[config.mk]
export PLATFORM = sky130hd
export DESIGN_NAME = dmem_arbiter
export DESIGN_NICKNAME = d
export VERILOG_FILES = /design/src/rtl/dmem_arbiter.sv
export SDC_FILE = /design/constraint.sdc
export NUM_CORES = 1
export LEC_CHECK = 0
export CORE_UTILIZATION = 32
export CTS_BUF_LIST = sky130_fd_sc_hd__clkbuf_4 sky130_fd_sc_hd__clkbuf_8
export CTS_CLUSTER_DIAMETER = 30
export DETAILED_ROUTE_END_ITERATION = 8
export PLACE_DENSITY = 0.87
export SLEW_MARGIN = 0
export SYNTH_ARGS = -nofsm -noshare
export SYNTH_HDL_FRONTEND = slang
export SYNTH_SLANG_ARGS = --single-unit
[constraint.sdc]
create_clock -name clk -period 2.4 [get_ports clk]
set_input_delay 0.48 -clock clk [delete_from_list [all_inputs] [get_ports clk]]
set_output_delay 0.48 -clock clk [all_outputs]
set_load 0.05 [all_outputs]
[src/rtl/dmem_arbiter.sv]
// dmem_arbiter: shares the single-port data memory / IO block between the
// CPU load/store path (port 0) and the debug/DMA loader (port 1).
// Round-robin with a burst limit; one access per cycle; reads return one
// cycle after their grant and are routed back to the requesting port.
//
// state | meaning
// IDLE  | no owner, nothing granted last cycle
// OWN0  | port 0 received the most recent grant
// OWN1  | port 1 received the most recent grant
module dmem_arbiter #(
  parameter int AW        = 11,
  parameter int DW        = 32,
  parameter int MAX_BURST = 4
) (
  input  logic          clk,
  input  logic          rst,
  input  logic          r0_req,
  input  logic          r0_we,
  input  logic [AW-1:0] r0_addr,
  input  logic [DW-1:0] r0_wdata,
  output logic          r0_gnt,
  output logic          r0_rvalid,
  output logic [DW-1:0] r0_rdata,
  input  logic          r1_req,
  input  logic          r1_we,
  input  logic [AW-1:0] r1_addr,
  input  logic [DW-1:0] r1_wdata,
  output logic          r1_gnt,
  output logic          r1_rvalid,
  output logic [DW-1:0] r1_rdata,
  output logic [AW-1:0] mem_addr,
  output logic [DW-1:0] mem_wdata,
  output logic          mem_wren,
  input  logic [DW-1:0] mem_rdata
);

  typedef enum logic [1:0] {IDLE, OWN0, OWN1} state_t;

  localparam int              CW      = $clog2(MAX_BURST + 1);
  localparam logic [CW-1:0]   BURST_MAX = CW'(MAX_BURST);
  localparam logic [CW-1:0]   BURST_ONE = CW'(1);

  state_t        state;
  state_t        state_nxt;
  logic [CW-1:0] burst_cnt;
  logic [CW-1:0] burst_nxt;
  logic          burst_full;
  logic          last_owner;
  logic          rd_pend;
  logic          rd_tag;
  logic          sel0;
  logic          sel1;
  logic          cont;
  logic [DW-1:0] hold0;
  logic [DW-1:0] hold1;

  assign burst_full = (burst_cnt >= BURST_MAX);

  // Arbitration decision and next ownership / burst count.
  always_comb begin
    sel0      = 1'b0;
    sel1      = 1'b0;
    cont      = 1'b0;
    burst_nxt = '0;
    unique case (state)
      OWN0: begin
        if (r0_req && (!burst_full || !r1_req)) begin
          sel0 = 1'b1;
          cont = 1'b1;
        end else if (r1_req) begin
          sel1 = 1'b1;
        end
      end
      OWN1: begin
        if (r1_req && (!burst_full || !r0_req)) begin
          sel1 = 1'b1;
          cont = 1'b1;
        end else if (r0_req) begin
          sel0 = 1'b1;
        end
      end
      default: begin
        if (r0_req && r1_req) begin
          sel0 = last_owner;
          sel1 = !last_owner;
        end else begin
          sel0 = r0_req;
          sel1 = r1_req;
        end
      end
    endcase
    if (cont)
      burst_nxt = burst_full ? burst_cnt : burst_cnt + BURST_ONE;
    else if (sel0 || sel1)
      burst_nxt = BURST_ONE;
    state_nxt = sel0 ? OWN0 : (sel1 ? OWN1 : IDLE);
  end

  // Grants are suppressed while reset is held so nothing reaches the LSU.
  assign r0_gnt = sel0 & rst;
  assign r1_gnt = sel1 & rst;

  assign mem_addr  = r0_gnt ? r0_addr  : (r1_gnt ? r1_addr  : '0);
  assign mem_wdata = r0_gnt ? r0_wdata : (r1_gnt ? r1_wdata : '0);
  assign mem_wren  = (r0_gnt & r0_we) | (r1_gnt & r1_we);

  // LSU read data is already registered, so it is steered through directly
  // in the return cycle and captured to hold the value afterwards.
  assign r0_rvalid = rd_pend & !rd_tag;
  assign r1_rvalid = rd_pend & rd_tag;
  assign r0_rdata  = r0_rvalid ? mem_rdata : hold0;
  assign r1_rdata  = r1_rvalid ? mem_rdata : hold1;

  // Ownership, burst tracking and read-return bookkeeping.
  always_ff @(posedge clk or negedge rst) begin
    if (!rst) begin
      state      <= IDLE;
      burst_cnt  <= '0;
      last_owner <= 1'b1;
      rd_pend    <= 1'b0;
      rd_tag     <= 1'b0;
    end else begin
      state     <= state_nxt;
      burst_cnt <= burst_nxt;
      if (r0_gnt || r1_gnt)
        last_owner <= r1_gnt;
      rd_pend <= (r0_gnt & !r0_we) | (r1_gnt & !r1_we);
      rd_tag  <= r1_gnt;
    end
  end

  // Hold the last returned read data per port.
  always_ff @(posedge clk or negedge rst) begin
    if (!rst) begin
      hold0 <= '0;
      hold1 <= '0;
    end else begin
      if (r0_rvalid)
        hold0 <= mem_rdata;
      if (r1_rvalid)
        hold1 <= mem_rdata;
    end
  end

endmodule

======== After elaboration in Yosys (flattened, before gate mapping) ========
Cells that the tools add are included.
word-level totals
  RAM bits ................................ 0
  memory bits (read-only) ................. 0
  memories kept ........................... 0
  latch bits .............................. 0
  register bits ........................... 72
  bits of input ports ..................... 124
operators by class
  shift operators ......................... 0
  reductions and logical operators ........ 14
  bitwise gates (word level) .............. 10
  div/mod/pow operators ................... 0
  $lt $le $gt $ge ......................... 1
  eq/ne operators ......................... 3
  mux-type cells .......................... 22
  $mul .................................... 0
  $add $sub $neg .......................... 1
operators by type and width
  cell                                                      number
  two-way mux 32 bit                                        4
  two-way mux 11 bit                                        2
  two-way mux 1 bit                                         9
  bitwise AND 1 bit                                         8
  zero test 1 bit                                           7
  two-way mux 3 bit                                         2
  case mux 1 bit (2 select lines)                           3
  logical OR 1 bit                                          4
  two-way mux 2 bit                                         2
  adder 3 x 1 -> 3 bit, second input constant               1
  greater-or-equal comparator 3 bit, second input constant  1
  logical AND 1 bit                                         3
  equality test 2 x 1 -> 1 bit, second input constant       1
  equality test 2 bit, second input constant                1
  inequality test 2 bit, second input constant              1
  OR 1 bit                                                  2

======== Longest topological paths before layout ========
  depth after elaboration ................. 9
  depth in mapped cells ................... 8

======== Least setup slack after synthesis ========
Ideal clock, no wire load.
  kind .................................... reg-to-output
  start ................................... register state[0]
  end ..................................... output mem_addr[1]
  arrival time ............................ 2.015 ns
  cell stages (with the launch flop) ...... 9
  setup slack ............................. -0.095 ns
  data required time ...................... 1.920 ns
  path buffers ............................ 2
  cell sequence ........................... dfrtp_1 inv_1 ha_1 or3_1 o2111a_1 and4_4 buf_6 buf_6 a22o_1
between the ends
  longest elaborated chain between the ends .. 5
  elaborated cells on any way between the ends .. 8
ends and longest elaborated chain
  item                                                                 RTL line  text
  start, declared                                                      43        state_t state;
  start signal, assigned                                               123       state <= state_nxt;
  equality test 2 bit or equality test 2 x 1 -> 1 bit (tied branches)  65        unique case (state)
  case mux 1 bit (2 select lines)                                      65
  bitwise AND 1 bit                                                    101       assign r1_gnt = sel1 & rst;
  two-way mux 11 bit                                                   103       assign mem_addr = r0_gnt ? r0_addr : (r1_gnt ? r1_addr : '0);
  two-way mux 11 bit (*)                                               103
  end, declared                                                        31        output logic [AW-1:0] mem_addr,
Mark *: on every way between the ends. The rest lies on a longest branch, timed or not.

======== Worst setup path in the final report ========
  start ................................... register state[1]
  end ..................................... output mem_wdata[14]
between the ends
  longest elaborated chain between the ends .. 5
  elaborated cells on any way between the ends .. 8
ends and longest elaborated chain
  item                                                                 RTL line  text
  equality test 2 bit or equality test 2 x 1 -> 1 bit (tied branches)  65
  case mux 1 bit (2 select lines)                                      65
  bitwise AND 1 bit                                                    101
  two-way mux 32 bit                                                   104       assign mem_wdata = r0_gnt ? r0_wdata : (r1_gnt ? r1_wdata : '0);
  two-way mux 32 bit (*)                                               104
  end, declared                                                        32        output logic [DW-1:0] mem_wdata,
Marked as above.

==> key figures <==
Outcome
  • Status: finished with violations
  • Failing checks: setup timing

Cells and area
  • Cell area after layout: between 7000 and 8000 µm²
  • Most common cell after layout, fill and taps aside: clkdlybuf4s50_1
  • Syn-to-layout area delta: 122.6%
  • Nets: 621
  • Final-layout fill cell count: approximately 590
  • Commonest non-fill, non-tap cells in the layout: clkdlybuf4s50_1 (121), buf_12 (83), dfrtp_1 (71)
  • Multi-input combinational cell area: about 1800 µm²
  • Share of layout cells above drive strength 1: between 50% and 60%
  • FF/Latch Area: around 1800 µm²

Clock tree
  • Clock Latency Late Sink: approximately 340 ps
  • CTS Hold Bufs: 0
  • H-tree levels: 3
  • CTS tree: yes
  • Clock sink count: 72
  • CTS root buffer: clkbuf_8
  • Num CTS Buffers: 9
  • Max Root-Sink Buffers: 2
  • Clock Pin Slew Worst Setup and Hold Paths: 90 ps

GRT
  • Initial antenna violation count: 1
  • Largest net degree at the start of global routing: 73
  • Number of global-route vias before repair: about 3700
  • Gr usage total: approximately 24%
  • First-pass GRT wire length: 19.84 mm
  • GR Overflow Total: 0

Critical path
  • CP endpoint: mem_wdata[14]
  • Reg-to-Reg Start: state[1]$_DFF_PN0_
  • CP required: between 1500 and 2000 ps
  • CP peak stage delay: approximately 400 ps
  • FF-to-FF path depth: 8
  • Arrival time worst endpoint: 2320 ps
  • Critical Path Start: state[1]$_DFF_PN0_
  • CP Capture Type: output pin
  • R2r setup slk: a little under 600 ps
  • Critical path class: reg -> out
  • CP Depth: 9
  • R2R Path End: rd_pend$_DFF_PN0_
  • CP dominant cell by count: buf_12
  • Worst setup SP type: register
  • Delay-heaviest family, CP: buffers and inverters
  • CP max stage cell: dfrtp_1
  • Largest fanout on the critical path: 7
  • Crit-path cells: inv_1 > ha_2 > or3b_4 > o2111ai_4 > a21oi_4 > buf_12 > buf_4 > a22o_4 > buf_12
  • Buf/Inv on CP: 4

Power and ir drop
  • Pleak: 3.273 nW
  • Power Internal: approximately 6.3 mW
  • Flop pwr share: between 10% and 20%
  • Clk pwr share: 10.0%
  • Worst VDD drop: ~0.0009 V
  • PD cells: ~1600 nW/µm²
  • Switching Share: a little under half
  • Logic gate share of total power: about 73%
  • Sw power: 5.410 mW

Route
  • Violation count after the first detailed-routing iteration: around 140
  • Detailed-route via count: slightly above 3000
  • DRC errors left: 0
  • Highest routed layer: met4
  • Avg WL per Cell: ~21 µm
  • Routed wl met3: 940 µm
  • Final wirelength: roughly 13 mm
  • Wl on met1: around 4.2 mm
  • Final ANT Viol Nets: 0
  • Via density: 4.934
  • DRT Pass-1 Iters: 4
  • Met2 WL post-DR: between 7 and 8 mm

STA
  • Max Slew Vio Count: 0
  • Worst setup margin: -395.4 ps
  • Final hold vios: 0
  • FMAX: between 300 and 400 MHz
  • Worst Tran Pin Value: 876.4 ps
  • Min cycle time layout: ~2800 ps
  • Slew HR: between 40% and 50%
  • Final setup fails: 46
  • RSZ-0062 raised after global routing: true
  • Share of the cycle needed by the critical path after routing: 116.5%
  • Hold_ws: 422.1 ps
  • Clock skew: 12.46 ps

Floorplan
  • Total core area: 9910 µm²
  • Die Y-Extent: between 100 and 150 µm
  • Boundary Pins: approximately 240
  • Initial Util: 33.48%
  • Row cnt: 36
  • Die area: 10780 µm²
  • Die Wd: between 100 and 150 µm

Synth
  • Ys async rst share: 100.0%
  • Synth Flop Type: dfrtp_1
  • Syn Area/Cell: roughly 14 µm²
  • Syn_nets: roughly 370
  • #FFs+latches synth: between 70 and 80
  • Gate Count Post-Synth: 240
  • Synth area leaders: dfrtp_1 (54%), mux2_2 (22%), a22o_1 (12%), buf_6 (2.0%), ha_1 (1.5%)
  • Post-synthesis cell type with the largest combined area: dfrtp_1
  • Yosys top cell area share: around 54%
  • Synthesis Warnings: 0
  • Synth cell types: 33
  • Mapped Area: 3318 µm²
  • Post-synthesis sequential area ratio: 54.34%
  • Number of flops mapped to enable cells by yosys: 0

Place
  • Dpl cell area: 7004 µm²
  • Place WS: -494.6 ps
  • Post-DP HPWL: 10.31 mm
  • GPL Wtd Cong: about 0.84
  • Port bufs: between 200 and 250

Run
  • Max Cap Violations: 0

Worst hold path
  • Hold Path Class: in -> async
## power by group through the flow
stage               logic, mW  clock network, mW  registers, mW
floorplan                4.81                  0           1.94
global placement         8.26                  0           1.96
detailed placement       8.40                  0           2.01
CTS                      8.57               1.20           1.99
global route             8.82               1.26           2.05
finish                   8.56               1.17           1.99
## per-stage QoR
step	setup TNS [ps]	utilization, %	std cells	power [mW]
after floorplan	-1513	-	240	6.746
after global placement	-17810	70.68	612	10.22
after detailed placement	-21170	70.68	612	10.41
after CTS	-18050	74.36	631	11.76
after global routing	-20920	74.53	632	12.12
final	-17130	74.53	632	11.72
## synth_stat cells (2+ instances only)
cell type,count
mux2_2,64
nor2_1,2
dfrtp_1,71
a22o_1,44
clkbuf_1,4
buf_2,5
inv_1,11
buf_1,3
nand2_1,4
buf_6,6
ha_1,4
## flip-flops by register name, summed over array words and instances, names as in the netlist
| signal | cells |
|---|---|
| hold0 | 32 |
| hold1 | 32 |
| burst_cnt | 3 |
| state | 2 |
| last_owner | 1 |
| rd_pend | 1 |
| rd_tag | 1 |
## kinds of logic (layout without fill, tap and decap cells)
kind of cell             Yosys count  count (layout)  synth area share (%)
other                              0               1                     0
XOR/XNOR                           1               1                0.2640
AO/OA/AOI/OAI                     55              55                 14.44
AND/OR/NAND/NOR                   13              13                 2.149
flip-flops                        72              72                 54.34
adder cells (fa/ha/maj)            4               4                 1.508
buffers and inverters             29             287                 4.826
multiplexers                      66              66                 22.47
## worst register-to-register path: cells and delay by family, from the launching register on
family / cells / cell delay [ps]
adders and majority gates: 1 / 210
DFF: 1 / 420
buffers and inverters: 3 / 370
AOI/OAI and AO/OA: 4 / 730
## repair_timing
item,CTS,global route
pin swaps,3,1
setup buffers,2,1
resized for setup,17,3
cloned,1,0
endpoints found under the setup margin,46,46
## worst min-delay path by stage
stage,start,endpoint,slack (ps),depth (start not counted)
after floorplan,rst,burst_cnt[0]$_DFFE_PN0P_,180,0
after global placement,hold0[2]$_DFF_PN0_,hold0[2]$_DFF_PN0_,480,1
after detailed placement,hold0[5]$_DFF_PN0_,hold0[5]$_DFF_PN0_,490,1
after CTS,rst,hold1[0]$_DFF_PN0_,440,2
after global routing,rst,hold0[27]$_DFF_PN0_,500,2
final,rst,hold1[0]$_DFF_PN0_,420,2
## per-layer routing
| layer | vias up | GRT usage (%) |
|---|---|---|
| li1 | 1400 | - |
| met4 | 0 | 14.90 |
| met2 | 168 | 46.14 |
| met5 | - | 0 |
| met3 | 33 | 7.237 |
| met1 | 1517 | 22.57 |
## cell type report
cell class / count / area share (%)
flip-flops and latches: 72 / 24.41
diodes: 1 / 0.03388
well taps: 133 / 2.253
multi-input cells: 139 / 24.29
clock inverters: 6 / 1.559
repair buffers: 260 / 45.08
inverters: 11 / 0.5929
clock buffers: 10 / 1.779
No activity file was read; power rests on OpenSTA's default activity.
